## src/rtl/piso_pkg.sv

```systemverilog
// Shared types and helpers for the parallel-in/serial-out serializer.
package piso_pkg;

    typedef enum logic {
        PISO_IDLE,
        PISO_SHIFT
    } piso_state_t;

    function automatic int piso_cnt_w(input int width);
        return $clog2(width + 1);
    endfunction

endpackage

```

## src/rtl/piso_bit_counter.sv

```systemverilog
// Loadable down-counter tracking bits remaining in the current word.
module piso_bit_counter
    import piso_pkg::*;
#(
    parameter int WIDTH = 8,
    parameter int CW    = piso_cnt_w(WIDTH)
) (
    input  logic          clk,
    input  logic          rst,
    input  logic          load,
    input  logic          dec,
    input  logic [CW-1:0] ld_val,
    output logic [CW-1:0] cnt,
    output logic          is_first,
    output logic          is_last
);

    logic [CW-1:0] cnt_q;
    logic [CW-1:0] cnt_d;

    always_comb begin
        cnt_d = cnt_q;
        if (load) begin
            cnt_d = ld_val;
        end else if (dec && cnt_q != '0) begin
            cnt_d = cnt_q - CW'(1);
        end
    end

    always_ff @(posedge clk) begin
        if (!rst) begin
            cnt_q <= '0;
        end else begin
            cnt_q <= cnt_d;
        end
    end

    assign cnt      = cnt_q;
    assign is_first = cnt_q == CW'(WIDTH);
    assign is_last  = cnt_q == CW'(1);

endmodule

```

## src/rtl/piso_serializer.sv

```systemverilog
// Serializer with valid/ready load, one-deep hold buffer and
// selectable bit order; streams back-to-back words gap-free.
module piso_serializer
    import piso_pkg::*;
#(
    parameter int WIDTH     = 8,
    parameter bit LSB_FIRST = 1'b1
) (
    input  logic             clk,
    input  logic             rst,
    input  logic [WIDTH-1:0] pin,
    input  logic             pin_valid,
    output logic             pin_ready,
    input  logic             shift_en,
    output logic             sout,
    output logic             sout_valid,
    output logic             frame_start,
    output logic             frame_done,
    output logic             busy
);

    localparam int CW = piso_cnt_w(WIDTH);

    piso_state_t      state_q;
    logic [WIDTH-1:0] sreg_q;
    logic [WIDTH-1:0] hold_q;
    logic             hold_full_q;

    logic [CW-1:0]    bits_left;
    logic             is_first;
    logic             is_last;
    logic             shifting;
    logic             accept;
    logic             out_bit;
    logic             cnt_load;
    logic [WIDTH-1:0] sreg_shifted;

    assign shifting     = rst && (state_q == PISO_SHIFT);
    assign pin_ready    = rst && !hold_full_q;
    assign accept       = pin_valid && pin_ready;
    assign out_bit      = LSB_FIRST ? sreg_q[0] : sreg_q[WIDTH-1];
    assign sreg_shifted = LSB_FIRST ? (sreg_q >> 1) : (sreg_q << 1);

    assign sout        = shifting && out_bit;
    assign sout_valid  = shifting && shift_en;
    assign frame_start = sout_valid && is_first;
    assign frame_done  = sout_valid && is_last;
    // bits_left is nonzero exactly while a word is shifting
    assign busy        = rst && (bits_left != '0 || hold_full_q);

    assign cnt_load = (accept && !shifting)
                    || (frame_done && (hold_full_q || accept));

    piso_bit_counter #(
        .WIDTH (WIDTH),
        .CW    (CW)
    ) u_cnt (
        .clk      (clk),
        .rst      (rst),
        .load     (cnt_load),
        .dec      (sout_valid),
        .ld_val   (CW'(WIDTH)),
        .cnt      (bits_left),
        .is_first (is_first),
        .is_last  (is_last)
    );

    always_ff @(posedge clk) begin
        if (!rst) begin
            state_q     <= PISO_IDLE;
            sreg_q      <= '0;
            hold_q      <= '0;
            hold_full_q <= 1'b0;
        end else begin
            unique case (state_q)
                PISO_IDLE: begin
                    if (accept) begin
                        sreg_q  <= pin;
                        state_q <= PISO_SHIFT;
                    end
                end
                PISO_SHIFT: begin
                    if (frame_done) begin
                        if (hold_full_q) begin
                            sreg_q      <= hold_q;
                            hold_full_q <= 1'b0;
                        end else if (accept) begin
                            sreg_q <= pin;
                        end else begin
                            sreg_q  <= sreg_shifted;
                            state_q <= PISO_IDLE;
                        end
                    end else begin
                        if (sout_valid) begin
                            sreg_q <= sreg_shifted;
                        end
                        if (accept) begin
                            hold_q      <= pin;
                            hold_full_q <= 1'b1;
                        end
                    end
                end
                default: state_q <= PISO_IDLE;
            endcase
        end
    end

endmodule

```

## config.mk

```make
export PLATFORM = sky130hd
export DESIGN_NAME = piso_serializer
export DESIGN_NICKNAME = d
export VERILOG_FILES = /design/src/rtl/piso_pkg.sv /design/src/rtl/piso_bit_counter.sv /design/src/rtl/piso_serializer.sv
export SDC_FILE = /design/constraint.sdc
export NUM_CORES = 1
export LEC_CHECK = 0
export ABC_AREA = 1
export CORE_MARGIN = 2
export CORE_UTILIZATION = 45
export CTS_BUF_LIST = sky130_fd_sc_hd__clkbuf_8
export CTS_CLUSTER_DIAMETER = 60
export DETAILED_ROUTE_END_ITERATION = 8
export PLACE_DENSITY = 0.68
export SYNTH_ARGS = -nofsm -noshare
export SYNTH_HDL_FRONTEND = slang
export SYNTH_SLANG_ARGS = --single-unit
```

## constraint.sdc

```tcl
create_clock -name clk -period 3.53 [get_ports clk]
set_input_delay 0.5295 -clock clk [delete_from_list [all_inputs] [get_ports clk]]
set_output_delay 0.5295 -clock clk [all_outputs]
set_load 0.01 [all_outputs]
```

* Word-level counts from Yosys, hierarchy flattened *
Cells that the tools add are included.

storage, ports and cells
  output and inout port bits = 6
  bits in latches = 0
  bits in read-only memories = 0
  memories = 0
  bits of input ports = 12
  register bits = 22
  memory bits (writable) = 0

operators by class
  shifts and indexed selects = 0
  reductions and logical operators = 23
  bitwise gates (word level) = 3
  multiply operators = 0
  muxes and demuxes = 14
  magnitude comparators = 0
  equality and inequality tests = 4
  add/sub/neg operators = 1
  divide/modulo/power cells = 0

operator list
  cell                                                  number
  2-to-1 mux 8 bit                                      5
  case mux 8 bit (2 select lines)                       1
  logical AND 1 bit                                     11
  2-to-1 mux 4 bit                                      2
  2-to-1 mux 1 bit                                      5
  equality test 4 x 1 -> 1 bit (second input constant)  1
  equality test 4 bit (second input constant)           1
  AND reduction 2 bit                                   2
  nonzero test 2 bit                                    2
  nonzero test 4 bit                                    1
  subtractor 4 x 1 -> 4 bit (second input constant)     1
  logical OR 1 bit                                      3
  inequality test 3 bit (second input constant)         1
  inverter 1 bit                                        3
  AND reduction 3 bit                                   1
  logical NOT 1 bit                                     2
  inequality test 2 bit (second input constant)         1
  case mux 1 bit (2 select lines)                       1
  OR reduction 2 bit                                    1

* Longest topological paths before layout *
  depth after elaboration = 7
  depth in mapped cells = 9

* By module *
Synthesis repeated with hierarchy kept, for this count alone.

second synthesis, totals
  cells, all modules = 218
  area, all modules = 1,378.8 um^2

modules (own cells, without submodules)
  module            area an instance (um^2)  times used  cells each  sequential area each (um^2)
  piso_serializer   1,079.8                  1           168         360.3
  piso_bit_counter  299.0                    1           50          80.1

* Least setup slack after synthesis *
OpenSTA, ideal clock, no wires.

  path type = input -> output
  start point = in rst
  end point = out busy
  arrival time = 1.066 ns
  data required time = 3.000 ns
  path slack = 1.934 ns
  cell stages on the path = 4
  cell sequence = buf_6 buf_1 o21ai_0 inv_1

between the ends
  word-level cells in the longest chain between the ends = 1

RTL lines
  element             RTL line               text
  start: declaration  piso_serializer.sv:10  input logic rst,
  logical AND 1 bit   piso_serializer.sv:49  assign busy = rst && (bits_left != '0 || hold_full_q);
  end: declaration    piso_serializer.sv:19  output logic busy

Every way passes these cells.

* Worst setup path in the final report *
  start point = in rst
  end point = out frame_done

between the ends
  word-level cells in the longest chain between the ends = 3

RTL lines
  element            RTL line               text
  logical AND 1 bit  piso_serializer.sv:38  assign shifting = rst && (state_q == PISO_SHIFT);
  logical AND 1 bit  piso_serializer.sv:45  assign sout_valid = shifting && shift_en;
  logical AND 1 bit  piso_serializer.sv:47  assign frame_done = sout_valid && is_last;
  end: declaration   piso_serializer.sv:18  output logic frame_done,

Every way passes these cells.

==> results.md <==
- Outcome: finished clean
- WS Path Type: in2out
- DR iter-0 viols: 52
- I/O Buffers: 17
- CTS Sinks: 22
- DR vias/cell: 5.245
- Initial core utilization: 0.4755
- Clk buf depth: 2
- Die X: 57.98 µm
- Setup Total Neg Slack: 0 ns
- I/O pin cnt: 18
- Final ANT Viol Nets: 0
- Non-filler cells, final: 241
- Via count: 1264
- Pwr/cell area: 408.5 nW/µm²
- Later-pin clock latency in the skew report: 0.27 ns
- Worst setup SP type: input pin
- Yosys warns: 0
- WP buf/inv: 2
- Fin crit period: 2.849 ns
- Cell family with most CP delay: buffers and inverters
- All-Layer GR Usage: 0.1988
- PostCTS Resize Cnt: 0
- CTS Buf Count: 3
- Largest family of logic cells by synthesized area: simple AND/OR/NAND/NOR gates
- DRT Pass-1 Iters: 4
- Routed WL: 3053 µm
- Clock Skew: 0.005073 ns
- Max-slew violations: 0
- Max Freq: 351.0 MHz
- Vias in the first global route: 1246
- Mux cell area share after synthesis: 0
- First-pass GRT wire length: 5181 µm
- Largest net degree at the start of global routing: 16
- Placed instance count: 237
- Sequential area share after synthesis: 0.3359
- Max Cap Viol: 0
- Fin util: 0.5644
- Core Region: 2758 µm²
- Synth Area in Adders: 0.02863
- Fin. Hold Viols: 0
- Post-synth cell types: 26
- CTS tree: yes
- Endpoint class of the critical path: primary output
- CP arrival: 2.32 ns
- Final nets: 226
- Maximum VDD drop: 0.3041 mV
- CTS H-tree depth: 1
- Setup bufs post-CTS: 0
- Compound-Gate Fraction of Synth Area: 0.2061
- Synthesized area per cell: 6.794 µm²
- Critical path's slowest cell: clkdlybuf4s50_1
- XOR/XNOR Fraction of Synth Area: 0
- Area growth syn-to-layout: 18.70%
- Synth Register Bits: 22
- Avg WL per Cell: 12.67 µm
- Initial antenna violation count: 0
- Unrepaired setup endpoints after global routing: false
- Layout cells sized above 1: 0.1190
- Post-CTS Hold Buffers: 0
- Dpl hpwl: 2241 µm
- Simple-Gate Fraction of Synth Area: 0.3111
- Register-to-Register Path Depth: 7
- Fin crit share: 0.8070
- Row count: 19
- Die area: 3362 µm²
- Delay of the slowest critical-path stage: 0.74 ns
- Cell repeated most along the worst path: clkdlybuf4s50_1
- # DRC: 0
- Synthesized instance count: 193
- Hold path depth: 2
- Critical path cell sequence: clkdlybuf4s50_1, nand3_1, nor2_4, clkdlybuf4s50_1
- Crit path depth: 4
- Relative slew margins: 0.6792
- CTS root buffer: clkbuf_8
- # diodes: 0
- GPL Wtd Cong: 0.7942
- Die height: 57.98 µm
- Required time of the critical path: 3.00 ns
- Synth Cell Area: 1311 µm²
- Max FO, Critical Path: 8
- Clock transition at the registers of the reported paths: 0.08 ns
- Hold Crit Class: reg2reg
- Post-synth net total: 208
- Leakage: 0.0006889 µW
- GRT overflow: 0
- Worst-Margin Slew: 0.4807 ns
- Setup Viol. Count Final: 0
## worst paths after layout
kind / startpoint / slack (ns) / end
hold / removal: hold_q[1] / 0.46 / hold_q[1]
hold reg to reg: hold_q[1] / 0.46 / hold_q[1]
setup reg to reg: hold_full_q / 1.87 / hold_q[4]
setup / recovery: rst / 0.68 / frame_done
## logic make-up (layout without fill, tap and decap cells)
| kind of cell | count (synthesis) | count (layout) |
|---|---|---|
| buffers and inverters | 35 | 52 |
| AOI/OAI and AO/OA | 51 | 51 |
| adders and majority gates | 3 | 3 |
| and+or+nand+nor | 82 | 82 |
| DFF | 22 | 22 |
## state kept, by name, indices dropped and copies added, names as in the netlist
| register | cells |
|---|---|
| hold_full_q | 1 |
| sreg_q | 8 |
| u_cnt.cnt | 4 |
| hold_q | 8 |
| state_q | 1 |
## routing by layer
metal,track usage,vias to the layer above,part of all wire
met5,0,-,0
met3,0.03125,6,0.040
li1,-,650,-
met1,0.2389,583,0.43
met2,0.3442,25,0.51
met4,0.09635,0,0.014
## final cells by class
type	count	area [µm²]
multi-input cells	136	715.7
clock inverters	1	30.03
clock buffers	3	41.29
repair buffers	18	177.7
inverters	30	112.6
well taps	31	38.79
flip-flops and latches	22	440.4
fillers	274	1201
## tightest hold or removal path, delay by kind of cell (launching register included)
family / cells / cell delay, ns
AOI/OAI and AO/OA: 1 / 0.06
DFF: 1 / 0.30
buffers and inverters: 1 / 0.06
## cell usage after synthesis (all sizes together)
cell / count / area share
nand2: 51 / 0.16
a21oi: 31 / 0.13
inv: 30 / 0.086
dfxtp: 22 / 0.34
nor2: 20 / 0.081
o21ai: 20 / 0.079
nand3: 7 / 0.050
buf: 5 / 0.032
ha: 3 / 0.029
nor3: 2 / 0.011
nand4: 1 / 0.0048
or2: 1 / 0.0048
## power breakdown
part	internal [µW]	switching (µW)	total, µW
logic	48.0	74.0	122
registers	264	12.5	277
clock network	152	85.3	237
total	464	172	636
## through the flow
| stage | hold slack [ns] | total power (µW) | worst slack [ns] | instance area [µm²] |
|---|---|---|---|---|
| 2_1_floorplan | 0.4297 | 366.6 | 1.934 | 1311 |
| 3_3_place_gp | 0.4388 | 400.2 | 0.7208 | 1485 |
| 3_5_place_dp | 0.4503 | 403.3 | 0.6743 | 1485 |
| 4_1_cts | 0.4620 | 641.0 | 0.6723 | 1556 |
| 5_1_grt | 0.4864 | 671.6 | 0.6316 | 1556 |
| 6_report | 0.4564 | 635.8 | 0.6813 | 1556 |
## layout by cell type, fill, tap and decap left out
| cell | Yosys | routed |
|---|---|---|
| a21oi_1 | 28 | 28 |
| a21oi_2 | 3 | 3 |
| buf_4 | 0 | 1 |
| bufinv_16 | 0 | 1 |
| clkbuf_8 | 0 | 3 |
| clkdlybuf4s50_1 | 0 | 17 |
| dfxtp_1 | 22 | 22 |
| ha_1 | 3 | 3 |
| inv_1 | 28 | 28 |
| inv_2 | 2 | 2 |
| nand2_1 | 46 | 46 |
| nand2_2 | 4 | 4 |
| nand2_4 | 1 | 1 |
| nand3_1 | 4 | 4 |
| nand3_2 | 1 | 1 |
| nand3_4 | 2 | 2 |
| nand4_1 | 1 | 1 |
| nor2_1 | 15 | 15 |
| nor2_2 | 3 | 3 |
| nor2_4 | 1 | 1 |
| nor2_8 | 1 | 1 |
| nor3_1 | 1 | 1 |
| nor3_2 | 1 | 1 |
| o21ai_0 | 18 | 18 |
| o21ai_1 | 1 | 1 |
| o21ai_2 | 1 | 1 |
| or2_0 | 1 | 1 |
No activity file was read; power rests on OpenSTA's default activity.
